## src/rtl/sad_frac_search_ctrl.sv

```systemverilog
// Fractional-pel SAD search controller: streams ROWS+2 reference/original row
// beats into a three-row window, accumulates 25 candidate SADs from the
// combinational datapath, then scans for the minimum and presents it.
module sad_frac_search_ctrl #(
  parameter int ROWS  = 8,
  parameter int ACC_W = 15
) (
  input  logic              clk,
  input  logic              rst,
  input  logic              start,
  output logic              busy,
  input  logic              in_valid,
  output logic              in_ready,
  input  logic [63:0]       in_ref_pix,
  input  logic [63:0]       in_org_pix,
  output logic [63:0]       cur_upper_pix,
  output logic [63:0]       cur_middle_pix,
  output logic [63:0]       cur_lower_pix,
  output logic [63:0]       org_pix,
  input  logic [59:0]       sad_uq,
  input  logic [59:0]       sad_uh,
  input  logic [59:0]       sad_middle,
  input  logic [59:0]       sad_lh,
  input  logic [59:0]       sad_lq,
  output logic              res_valid,
  input  logic              res_ready,
  output logic [ACC_W-1:0]  res_sad,
  output logic [2:0]        res_vidx,
  output logic [2:0]        res_hidx
);

  localparam int BEAT_W = $clog2(ROWS + 2);
  localparam logic [BEAT_W-1:0] LAST_BEAT = BEAT_W'(ROWS + 1);

  typedef enum logic [2:0] {IDLE, FILL, DRAIN, SCAN, DONE} state_t;

  state_t             state, state_nxt;
  logic [BEAT_W-1:0]  beat_cnt;
  logic               acc_pulse;
  logic               xfer;
  logic [63:0]        org_hold;
  logic [59:0]        sad_bus [5];
  logic [ACC_W-1:0]   acc [25];
  logic [4:0]         scan_k;
  logic [2:0]         scan_v, scan_h;
  logic [ACC_W-1:0]   best;
  logic [2:0]         best_v, best_h;
  logic [ACC_W-1:0]   cur_best, cand, new_best;
  logic [2:0]         cur_v, cur_h, new_v, new_h;

  assign sad_bus[0] = sad_uq;
  assign sad_bus[1] = sad_uh;
  assign sad_bus[2] = sad_middle;
  assign sad_bus[3] = sad_lh;
  assign sad_bus[4] = sad_lq;

  assign xfer = in_valid && (state == FILL);

  // Next-state selection for the block sequence.
  always_comb begin
    state_nxt = state;
    case (state)
      IDLE:    if (start) state_nxt = FILL;
      FILL:    if (xfer && (beat_cnt == LAST_BEAT)) state_nxt = DRAIN;
      DRAIN:   state_nxt = SCAN;
      SCAN:    if (scan_k == 5'd24) state_nxt = DONE;
      DONE:    if (res_ready) state_nxt = IDLE;
      default: state_nxt = IDLE;
    endcase
  end

  // State, beat counter, accumulate pulse and registered status outputs.
  always_ff @(posedge clk) begin
    if (rst) begin
      state     <= IDLE;
      beat_cnt  <= '0;
      acc_pulse <= 1'b0;
      busy      <= 1'b0;
      in_ready  <= 1'b0;
      res_valid <= 1'b0;
    end else begin
      state     <= state_nxt;
      busy      <= (state_nxt != IDLE);
      in_ready  <= (state_nxt == FILL);
      res_valid <= (state_nxt == DONE);
      // Beats 0 and 1 only prime the window; accumulation starts after beat 2.
      acc_pulse <= xfer && (beat_cnt >= BEAT_W'(2));
      if (state == IDLE && start) beat_cnt <= '0;
      else if (xfer)              beat_cnt <= beat_cnt + 1'b1;
    end
  end

  // Sliding row window and original-row alignment delay.
  always_ff @(posedge clk) begin
    if (rst) begin
      cur_upper_pix  <= '0;
      cur_middle_pix <= '0;
      cur_lower_pix  <= '0;
      org_hold       <= '0;
      org_pix        <= '0;
    end else if (xfer) begin
      cur_upper_pix  <= cur_middle_pix;
      cur_middle_pix <= cur_lower_pix;
      cur_lower_pix  <= in_ref_pix;
      org_hold       <= in_org_pix;
      org_pix        <= org_hold;
    end
  end

  // Candidate SAD accumulators, one per (vertical, horizontal) position.
  always_ff @(posedge clk) begin
    if (rst || (state == IDLE && start)) begin
      for (int k = 0; k < 25; k++) acc[k] <= '0;
    end else if (acc_pulse) begin
      for (int v = 0; v < 5; v++)
        for (int j = 0; j < 5; j++)
          acc[5*v+j] <= acc[5*v+j] + ACC_W'(sad_bus[v][12*j +: 12]);
    end
  end

  // Minimum-scan compare; the first step seeds from the center candidate.
  always_comb begin
    cur_best = (scan_k == 5'd0) ? acc[12] : best;
    cur_v    = (scan_k == 5'd0) ? 3'd2 : best_v;
    cur_h    = (scan_k == 5'd0) ? 3'd2 : best_h;
    cand     = acc[scan_k];
    new_best = cur_best;
    new_v    = cur_v;
    new_h    = cur_h;
    if (cand < cur_best) begin
      new_best = cand;
      new_v    = scan_v;
      new_h    = scan_h;
    end
  end

  // Scan index walk and result capture.
  always_ff @(posedge clk) begin
    if (rst) begin
      scan_k   <= '0;
      scan_v   <= '0;
      scan_h   <= '0;
      best     <= '0;
      best_v   <= '0;
      best_h   <= '0;
      res_sad  <= '0;
      res_vidx <= '0;
      res_hidx <= '0;
    end else if (state == DRAIN) begin
      scan_k <= '0;
      scan_v <= '0;
      scan_h <= '0;
    end else if (state == SCAN) begin
      best   <= new_best;
      best_v <= new_v;
      best_h <= new_h;
      scan_k <= scan_k + 1'b1;
      if (scan_h == 3'd4) begin
        scan_h <= '0;
        scan_v <= scan_v + 1'b1;
      end else begin
        scan_h <= scan_h + 1'b1;
      end
      if (scan_k == 5'd24) begin
        res_sad  <= new_best;
        res_vidx <= new_v;
        res_hidx <= new_h;
      end
    end
  end

endmodule

```

## config.mk

```make
export PLATFORM = sky130hd
export DESIGN_NAME = sad_frac_search_ctrl
export DESIGN_NICKNAME = d
export VERILOG_FILES = /design/src/rtl/sad_frac_search_ctrl.sv
export SDC_FILE = /design/constraint.sdc
export NUM_CORES = 2
export LEC_CHECK = 0
export CAP_MARGIN = 20
export CORE_AREA = 3 3 276 278
export CTS_CLUSTER_SIZE = 30
export DETAILED_ROUTE_END_ITERATION = 8
export DIE_AREA = 0 0 279 281
export DONT_BUFFER_PORTS = 1
export GPL_TIMING_DRIVEN = 0
export PLACE_DENSITY = 0.8
export SLEW_MARGIN = 40
export SYNTH_ARGS = -nofsm -noshare
export SYNTH_HDL_FRONTEND = slang
export SYNTH_SLANG_ARGS = --single-unit
```

## constraint.sdc

```tcl
create_clock -name clk -period 13.7 [get_ports clk]
set_input_delay 2.055 -clock clk [delete_from_list [all_inputs] [get_ports clk]]
set_output_delay 2.055 -clock clk [all_outputs]
set_load 0.01 [all_outputs]
```

# Word level (Yosys, flattened, before mapping)

Memory sizes are Yosys's and may differ from the RTL's. A register that Yosys moved wholly into a read port is not among the register bits.
Cells that the tools add are included.

Register bits: 384
RAM bits: 375
Logic and storage cells: 144
Memories: 1
Output and inout bits: 280
Input port bits: 433

Memory list:

| memory | words | width | rd ports | clocked after memory_dff | wr ports | line | RTL |
|---|---|---|---|---|---|---|---|
| acc    | 25    | 15    | 26       | 1                        | 25       | 43   | `logic [ACC_W-1:0] acc [25];` |

$lt $le $gt $ge: 2
Bitwise logic cells: 26
Equality and inequality tests: 9
Muxes and demuxes: 44
Add/subtract/negate cells: 29
Reductions and logical operators: 13

Operator list:

| operator              | number |
|---|---|
| $mux W15              | 27 |
| $add A15 B12 Y15      | 25 |
| $mux W3               | 9 |
| $or A1 B1 Y1          | 25 |
| $lt A15 B15 Y1        | 1 |
| $pmux W3 S5           | 1 |
| $mux W5               | 2 |
| $eq A3 B3 Y1 const B  | 3 |
| $add A3 B1 Y3 const B | 2 |
| $eq A3 B1 Y1 const B  | 2 |
| $eq A3 B2 Y1 const B  | 2 |
| $add A5 B1 Y5 const B | 1 |
| $eq A5 B5 Y1 const B  | 1 |
| $logic_not A5 Y1      | 1 |
| $mux W1               | 5 |
| $add A4 B1 Y4 const B | 1 |
| $eq A4 B4 Y1 const B  | 1 |
| $ge A4 B2 Y1 const B  | 1 |
| $logic_and A1 B1 Y1   | 4 |
| $reduce_and A2 Y1     | 2 |
| $reduce_or A2 Y1      | 2 |
| $logic_not A3 Y1      | 1 |
| $reduce_and A3 Y1     | 1 |
| $reduce_bool A3 Y1    | 1 |
| 2 further kinds       | 2 |

# Logic depth before layout (Yosys ltp)

Depth in word-level cells: 6
Gate-level depth with buffers: 16
Gate-level depth less buffers: 11

# Worst setup path after synthesis

OpenSTA, ideal clock, no wires.

Path type: input -> register
Start point: in rst
End point: mem acc[0][0], enable pin
Stages: 4
Library setup time: 0.807 ns
Data required time: 12.893 ns
Path buffers: 2
Data arrival time: 11.067 ns
Path slack: 1.825 ns
Cell sequence: clkbuf_1 > a31oi_1 > clkbuf_1 > nand2b_1

RTL lines:

| what            | line | RTL |
|---|---|---|
| start, declared | 9    | `input logic rst,` |
| end, declared   | 43   |  |

==> impl_metrics.csv <==
group,metric,value,unit
status,status,"finished, final reports clean",
timing,relSlewSlack,34.3,%
yosys,synthTopCellsByArea,"edfxtp_1 25%, dfxtp_1 17%, ha_1 8.9%",
yosys,synth_seq_cells,764,
timing,fin_crit_sh,41.5,%
yosys,yosysSeqAreaShare,42.2,%
floorplan,ios,713,
clocking,cts_sinks,764,
timing,hold_violations,0,
critical_path,crit_arrival,6.22,ns
clocking,clkTransAtPathRegs,0.06,ns
critical_path,cp-start-kind,"flop",
detailed_routing,drc,0,
floorplan,start_util,60.9,%
critical_path,critPathKind,"flop to flop",
detailed_routing,totalWireLength,162000,um
timing,tightest_slew,0.986,ns
clocking,cts_setup_buffers,0,
pwr,design_power_total,6.06,mW
floorplan,num_rows,100,
critical_path,worstPathRequired,14.23,ns
clocking,cts_buffer_depth,3,
yosys,async_flop_share,0,%
floorplan,dieArea,78400,um2
critical_path,crit_fanout,10,
timing,slew_viol_final,0,
pwr,p_leak,18.5,nW
floorplan,core,74200,um2
clocking,cts_resized,0,
grt,grt_max_degree,43,
yosys,post_synth_inst_count,4895,
critical_path,crit_path_end_kind,"flop",
timing,rsz0062_at_grt,"false",
grt,grt_pass1_vias,37500,
hold_path,worstHoldPathType,"flop to flop",
floorplan,die_h,281,um
detailed_routing,first_pass_iters,6,
detailed_routing,via_per_inst,6.70,
detailed_routing,wl_per_cell,26.7,um
critical_path,r2r-end,"best[11]",
yosys,synth_edf_count,375,
yosys,yosys_warnings,0,
finish,area_delta_synth_final,9.69,%
grt,gr-total-overflow,0,
pwr,powerDensity,122,nW/um2
yosys,synth_nets,5675,
detailed_routing,drt-initial-drc-count,5076,
finish,drive_above_1_share,5.95,%
yosys,synth_top_area_share,24.9,%
yosys,synthDistinctLibCells,64,
timing,period_needed,5.69,ns
grt,grt_usage,39.5,%
hold_path,min_from,"org_hold[19]",
grt,grt_antenna_before_repair,38,
timing,finClkSkew,0.0283,ns
yosys,ys.flop_type,"dfxtp_1",
finish,fill_cells,5931,
clocking,cts_inserted_buffers,85,
timing,clock.fmax,176,MHz
place,gp_congestion,1.00,
yosys,synth_top_cell_by_area,"edfxtp_1",
pwr,ir_drop,0.133,mV
place,hpwl,127000,um
place,dp_worst_setup_slack,7.95,ns
finish,fin_util,66.8,%
clocking,worstSkewPairLatency,0.67,ns
timing,setup_viol,0,
floorplan,die_x,279,um
clocking,cts_tree,"built",
job,maxCapViolCount,0,
timing,setup_slack,8.01,ns
critical_path,crit_path_end,"best[11]",
yosys,avgSynthCellArea,9.23,um2
yosys,synth_area,45200,um2
grt,grt_pass1_wl,233000,um
detailed_routing,vias,40700,
place,io_buffers,0,
detailed_routing,postRouteAntennaNets,0,
clocking,cts-htree-levels,3,
critical_path,rrSetupSlack,8.01,ns
finish,final_nets,5773,
clocking,hold_buffers,0,
critical_path,worstRegToRegCells,15,
clocking,clockRootBuffer,"clkbuf_16",
## worst max-delay path, stage by stage (launching register included)
cell and delay, ns:
dfxtp_1 0.32, buf_6 0.22, buf_2 0.40, buf_1 0.76, clkbuf_1 0.65, mux2i_1 0.61
o22ai_1 0.19, a21o_1 0.23, ha_1 0.30, and4_1 0.19, nand3_1 0.11, nor2_1 0.27
o41a_1 0.35, clkbuf_1 0.44, o21ai_0 0.24, a32o_1 0.27
## synthesized netlist by cell type, types with 86 or more instances
cell      count
mux4_2       89
clkbuf_1    186
nand2b_1     95
o21ai_0     164
inv_1       113
xor2_1      105
nor2_1      359
a21oi_1     509
edfxtp_1    375
dfxtp_1     389
nand2_1     836
and3_1       86
ha_1        322
nor3_1      292
nor2b_1      96
## metal layers
layer / vias to the layer above / GRT usage [%] / wire (um) / share of wire, %
li1: 18100 / - / - / -
met1: 19300 / 50.6 / 59300 / 37
met2: 2623 / 58.4 / 68700 / 42
met3: 543 / 15.8 / 24200 / 15
met4: 28 / 19.0 / 9340 / 5.8
met5: - / 1.89 / 393 / 0.24
## placed cells by master (no fill, tap or decap), types with 34 or more instances in the layout
cell type,synthesis,final
mux2i_1,59,59
inv_1,113,113
o21ai_0,164,164
nand2b_1,95,94
clkbuf_1,186,198
o211ai_1,51,51
or4_1,35,35
mux4_2,89,89
and2_1,42,42
diode_2,0,44
or3_1,72,72
o31ai_1,48,48
nor3_1,292,292
xnor2_1,61,61
and3_1,86,86
nand3_1,56,56
nor2_1,359,359
clkbuf_16,0,88
nand2_1,836,836
ha_1,322,322
edfxtp_1,375,375
nor2b_1,96,96
xor2_1,105,105
nand4_1,34,34
a21oi_1,509,509
o21a_1,77,77
dfxtp_1,389,389
## registers in the layout, indices dropped and copies added, names as in the netlist, 5 cells and up, named ones only
signal	count
cur_middle_pix	64
res_sad	15
org_hold	64
org_pix	64
cur_lower_pix	64
acc	375
scan_k	5
cur_upper_pix	64
best	15
## area by class of cell
type	count	area [um2]	area share (%)
Clock inverter	29	365	0.737
Buffer	219	881	1.78
Sequential cell	764	19000	38.5
Antenna cell	44	110	0.222
Timing Repair Buffer	11	208	0.419
Tap cell	969	1210	2.45
Multi-Input combinational cell	3799	24800	50.2
Inverter	113	424	0.856
Clock buffer	123	2440	4.93
## report_power, final
group	total (mW)	internal [mW]	switching (mW)
clock network	2.35	1.33	1.02
logic	1.06	0.422	0.636
registers	2.66	2.53	0.125
## cells by family (layout without fill, tap and decap cells)
family	after synthesis	count (layout)	share of synthesized area (%)
mux	148	148	5.75
flops	764	764	42.2
other cells	0	44	0
xor+xnor	166	166	3.22
buf+inv	332	495	2.85
fa+ha+maj	347	347	10.0
compound gates	1090	1090	15.0
simple gates	2048	2048	21.0
## worst min path at each step
stage / to / slack [ns] / cells after the start
floorplan: org_pix[0] / 0.43 / 2
global placement: org_pix[61] / 0.44 / 2
detailed placement: org_pix[9] / 0.44 / 2
CTS: org_pix[19] / 0.45 / 2
global route: org_pix[61] / 0.46 / 2
finish: org_pix[19] / 0.45 / 2
## metrics by stage
stage	instances	TNS [ns]	hold slack, ns	cell area [um2]
after global placement	5864	-1244.49	0.437	46400
after CTS	6027	0	0.446	49400
final	6071	0	0.449	49500
after floorplan	4895	0	0.432	45200
after detailed placement	5875	0	0.444	46600
after global routing	6038	0	0.459	49500
(Power assumes the default switching activity.)
